--- config.mk ---
export PLATFORM = sky130hd
export DESIGN_NAME = mem_port_arbiter
export DESIGN_NICKNAME = d
export VERILOG_FILES = /design/src/rtl/mem_port_arbiter.sv
export SDC_FILE = /design/constraint.sdc
export NUM_CORES = 1
export LEC_CHECK = 0
export BUFFER_PORTS_ARGS = -buffer_cell sky130_fd_sc_hd__clkbuf_2
export CAP_MARGIN = 20
export CORE_MARGIN = 4
export CORE_UTILIZATION = 47
export CTS_CLUSTER_SIZE = 28
export DETAILED_ROUTE_END_ITERATION = 8
export GPL_TIMING_DRIVEN = 0
export PLACE_DENSITY_LB_ADDON = 0.2
export SLEW_MARGIN = 40
export SYNTH_ARGS = -nofsm -noshare
export SYNTH_HDL_FRONTEND = slang
export SYNTH_SLANG_ARGS = --single-unit
--- constraint.sdc ---
create_clock -name clk -period 2.2 [get_ports clk]
set_input_delay 0.33 -clock clk [delete_from_list [all_inputs] [get_ports clk]]
set_output_delay 0.33 -clock clk [all_outputs]
set_load 0.01 [all_outputs]
--- src/rtl/mem_port_arbiter.sv ---
// mem_port_arbiter: one single-ported memory shared by fetch and data.
// Fixed-latency issue/wait/response sequencing with fetch anti-starvation.
module mem_port_arbiter #(
  parameter int ADDR_W     = 32,
  parameter int DATA_W     = 32,
  parameter int MEM_LAT    = 2,
  parameter int STARVE_MAX = 4
) (
  input  logic              clk,
  input  logic              rst_n,
  input  logic              if_req,
  input  logic [ADDR_W-1:0] if_addr,
  output logic              if_ack,
  output logic [DATA_W-1:0] if_rdata,
  input  logic              dm_req,
  input  logic              dm_we,
  input  logic [ADDR_W-1:0] dm_addr,
  input  logic [DATA_W-1:0] dm_wdata,
  output logic              dm_ack,
  output logic [DATA_W-1:0] dm_rdata,
  output logic              mem_en,
  output logic              mem_we,
  output logic [ADDR_W-3:0] mem_addr,
  output logic [DATA_W-1:0] mem_wdata,
  input  logic [DATA_W-1:0] mem_rdata,
  output logic              stall_if,
  output logic              stall_mem,
  output logic              busy
);

  typedef enum logic [1:0] {
    IDLE,
    ISSUE,
    WAIT,
    RESP
  } state_t;

  localparam logic [3:0] LAT_LD = 4'(MEM_LAT - 1);
  localparam logic [3:0] S_MAX  = 4'(STARVE_MAX);

  state_t     state;
  state_t     state_nx;
  logic [3:0] lat_cnt;
  logic [3:0] starve_cnt;
  logic       gnt_d;
  logic       we_r;
  logic       any_req;
  logic       pick_if;
  logic       unused_addr_lsb;

  assign any_req = if_req | dm_req;
  assign pick_if = if_req & (~dm_req | (starve_cnt == S_MAX));

  assign mem_en    = (state == ISSUE);
  assign mem_we    = (state == ISSUE) & we_r;
  assign busy      = (state != IDLE);
  assign stall_if  = if_req & ~if_ack;
  assign stall_mem = dm_req & ~dm_ack;

  assign unused_addr_lsb = ^{if_addr[1:0], dm_addr[1:0]};

  // Next-state: one access at a time, no back-to-back issue.
  always_comb begin
    state_nx = state;
    unique case (state)
      IDLE:    if (any_req) state_nx = ISSUE;
      ISSUE:   state_nx = (MEM_LAT == 1) ? RESP : WAIT;
      WAIT:    if (lat_cnt <= 4'd1) state_nx = RESP;
      RESP:    state_nx = IDLE;
      default: state_nx = IDLE;
    endcase
  end

  // State register.
  always_ff @(posedge clk or negedge rst_n) begin
    if (!rst_n) state <= IDLE;
    else        state <= state_nx;
  end

  // Latency counter: loaded on issue, counts down the wait cycles.
  always_ff @(posedge clk or negedge rst_n) begin
    if (!rst_n) begin
      lat_cnt <= '0;
    end else if (state == ISSUE) begin
      lat_cnt <= LAT_LD;
    end else if (state == WAIT) begin
      lat_cnt <= lat_cnt - 4'd1;
    end
  end

  // Latch the winner's request so the memory sees only that requester.
  always_ff @(posedge clk or negedge rst_n) begin
    if (!rst_n) begin
      gnt_d     <= 1'b0;
      we_r      <= 1'b0;
      mem_addr  <= '0;
      mem_wdata <= '0;
    end else if (state == IDLE && any_req) begin
      gnt_d <= ~pick_if;
      we_r  <= ~pick_if & dm_we;
      if (pick_if) begin
        mem_addr <= if_addr[ADDR_W-1:2];
      end else begin
        mem_addr  <= dm_addr[ADDR_W-1:2];
        mem_wdata <= dm_wdata;
      end
    end
  end

  // Fetch anti-starvation: count data wins while fetch is waiting.
  always_ff @(posedge clk or negedge rst_n) begin
    if (!rst_n) begin
      starve_cnt <= '0;
    end else if (state == IDLE) begin
      if (!if_req || pick_if) begin
        starve_cnt <= '0;
      end else if (starve_cnt != S_MAX) begin
        starve_cnt <= starve_cnt + 4'd1;
      end
    end
  end

  // Response: capture read data and pulse the winner's ack.
  always_ff @(posedge clk or negedge rst_n) begin
    if (!rst_n) begin
      if_ack   <= 1'b0;
      dm_ack   <= 1'b0;
      if_rdata <= '0;
      dm_rdata <= '0;
    end else begin
      if_ack <= 1'b0;
      dm_ack <= 1'b0;
      if (state == RESP) begin
        if (gnt_d) begin
          dm_ack <= 1'b1;
          if (!we_r) dm_rdata <= mem_rdata;
        end else begin
          if_ack   <= 1'b1;
          if_rdata <= mem_rdata;
        end
      end
    end
  end

endmodule

==> impl_metrics.json <==
{
  "drc": 0,
  "tightest_slew_ns": 0.5873,
  "syn_inst": 448,
  "fill_cells": 916,
  "p_sw_frac": 0.3437,
  "syn_avg_cell_area_um2": 12.63,
  "clock_latency_ns": 0.41,
  "final-hold-violation-count": 0,
  "numCtsBuffers": 17,
  "hp-class": "input port to register",
  "r2r-start": "starve_cnt[0]",
  "wire_per_inst_um": 16.17,
  "die_area_mm2": 0.01386,
  "post-route-util": 0.6711,
  "gp_congestion": 0.9101,
  "p_int_w": 0.007936,
  "synth_top_cell_area_share": 0.6192,
  "min_period_over_period": 0.9389,
  "crit_required_ns": 2.49,
  "power_w": 0.01209,
  "fp-row-count": 39,
  "dpl.hpwl_um": 11140,
  "power_density_mw_per_mm2": 1552,
  "postPlaceCellArea_mm2": 0.007207,
  "cts.repair.resized": 0,
  "cap_violations": 0,
  "p_leak_nw": 3.941,
  "syn_area_mm2": 0.005658,
  "design.core.area_mm2": 0.01161,
  "ys_seq_elements": 140,
  "relSlewSlack": 0.6085,
  "power_frac_seq": 0.381,
  "min_period_ns": 2.066,
  "skew_ns": 0.007825,
  "outcome": "completed",
  "hp-start": "dm_addr[10]",
  "antenna_found_initial": 0,
  "cp_max_fo": 10,
  "maxSlewViolCount": 0,
  "clock_power_share": 0.226,
  "grt_util_all_layers": 0.2126,
  "globalRouteOverflowTotal": 0,
  "detail-route-antenna-nets": 0,
  "grt_pass1_vias": 4866,
  "worstRegToRegCells": 7,
  "cts-root-buf": "clkbuf_16",
  "diodes": 0,
  "dr.pass1.iters": 4,
  "synth_ff_type": "dfrtp_1",
  "yosysSeqAreaShare": 0.6192,
  "clkSinkCount": 140,
  "cp.arrival_ns": 2.35,
  "crit_type": "register to register",
  "path_clk_slew_ns": 0.05,
  "finalSetupViolCount": 0,
  "vias_per_cell": 5.026,
  "die_width_um": 117.7,
  "synth.area.top_cells": "dfrtp_1 62%, mux2_2 19%, a21oi_1 5.4%",
  "rsz0062_at_grt": "false",
  "max_clock_freq_mhz": 484.1,
  "drt-initial-drc-count": 158,
  "start_kind": "register",
  "synth_fp_nets": 589,
  "ys_async_sr_fraction": 1.000,
  "grt_max_degree": 66,
  "start_util": 0.4872,
  "vdd_drop_max_v": 0.0009363,
  "area_delta_synth_final_pct": 37.75,
  "netSwitchingPower_w": 0.004157,
  "post-place-ws_ns": 0.08309,
  "ys_warn_count": 0,
  "layout-drive-gt1-share": 0.5336,
  "crit_path_end": "mem_wdata[0]",
  "critPathLaunch": "starve_cnt[0]",
  "netlist_top_cells_count": "140 x dfrtp_1, 94 x mux2_2, 61 x a21oi_1",
  "setup_slack_ns": 0.1345,
  "io_pins": 266,
  "placement.io_buffers": 261,
  "synth_cell_types": 29,
  "clockBufferDepth": 2,
  "tns_ns": 0,
  "final_area_mm2": 0.007794,
  "drt-total-wl_um": 14340,
  "synth_edf_count": 0,
  "htreeDepth": 4,
  "r2r_slack_ns": 0.13,
  "cts_tree": "built",
  "yosys.cell_count.top_type": "dfrtp_1",
  "r2r_end": "mem_wdata[0]",
  "grt_pass1_wl_um": 23980,
  "die_h_um": 117.7,
  "pwr-share-comb": 0.393,
  "vias": 4458,
  "yosys.area.top_type": "dfrtp_1",
  "end_kind": "register",
  "post_cts_buffers": 0,
  "final_nets": 872
}
registers in the layout (all words and copies together) (netlist names):
name and cells:
state 2, lat_cnt 4, mem_wdata 32, dm_ack 1, mem_addr 30, if_rdata 32
gnt_d 1, dm_rdata 32, starve_cnt 4, we_r 1, if_ack 1
power groups by stage:
stage	logic [W]	registers (W)	clock network, W
finish	0.00475	0.00461	0.00273
global route	0.00525	0.00478	0.00293
CTS	0.00484	0.00461	0.00279
detailed placement	0.00483	0.00463	0
global placement	0.00466	0.00454	0
floorplan	0.00223	0.00512	0
stage by stage:
step	std cells	hold WS, ns
6_report	887	0.1407
5_1_grt	887	0.1349
4_1_cts	887	0.1233
3_5_place_dp	854	0.1957
3_3_place_gp	852	0.4695
2_1_floorplan	448	0.03441
per-layer routing:
metal  track usage  up-vias  part of all wire
li1              -     2102                 -
met1        0.2439     2150              0.39
met2        0.3586      177              0.51
met3       0.08217       29             0.085
met4       0.08425        0             0.024
met5             0        -                 0
worst min-delay path by stage:
stage                    end  slack [ns]  cells after the start
2_1_floorplan         dm_ack        0.03                      0
3_3_place_gp    mem_wdata[5]        0.47                      1
3_5_place_dp   mem_wdata[28]        0.20                      1
4_1_cts          mem_addr[9]        0.12                      3
5_1_grt         mem_addr[25]        0.13                      3
6_report         mem_addr[8]        0.14                      3
worst max-delay path: stages (launching register included):
cell and delay (ns):
dfrtp_1 0.37, inv_1 0.08, ha_1 0.20, and3b_1 0.17, buf_2 0.15, a211oi_4 0.41, buf_6 0.22, mux2_2 0.35
layout make-up:
type,instances,area (um^2),area share
clock buffers,26,519.2,0.06662
inverters,10,37.54,0.004816
clock inverters,6,57.56,0.007385
well taps,143,178.9,0.02296
flip-flops and latches,140,3503,0.4495
repair buffers,264,1380,0.1771
plain buffers,25,125.1,0.01605
multi-input cells,273,1992,0.2556
repair_timing:
item                                   4_1_cts  5_1_grt
endpoints found under the hold margin       13        0
setup endpoints to repair                    0        1
hold buffers                                 1        0
logic make-up after synthesis:
family                     count (synthesis)  share of synthesized area
buffers and inverters                     35                    0.02875
AOI/OAI and AO/OA                         78                    0.07541
and+or+nand+nor                           89                    0.06413
DFF                                      140                     0.6192
adders and majority gates                  8                    0.01769
muxes                                     98                     0.1948
layout by cell type, fill, tap and decap left out, drive strengths merged, types with 3 or more instances in the layout:
cell / netlist / final
mux2: 97 / 97
a21oi: 61 / 61
o21ai: 8 / 8
nand2: 38 / 38
ha: 8 / 8
inv: 10 / 10
clkinv: 0 / 4
clkbuf: 16 / 303
buf: 9 / 11
nor2: 37 / 37
nand3: 5 / 5
dfrtp: 140 / 140
nor2b: 3 / 3
Power figures use the tool's default switching activity.
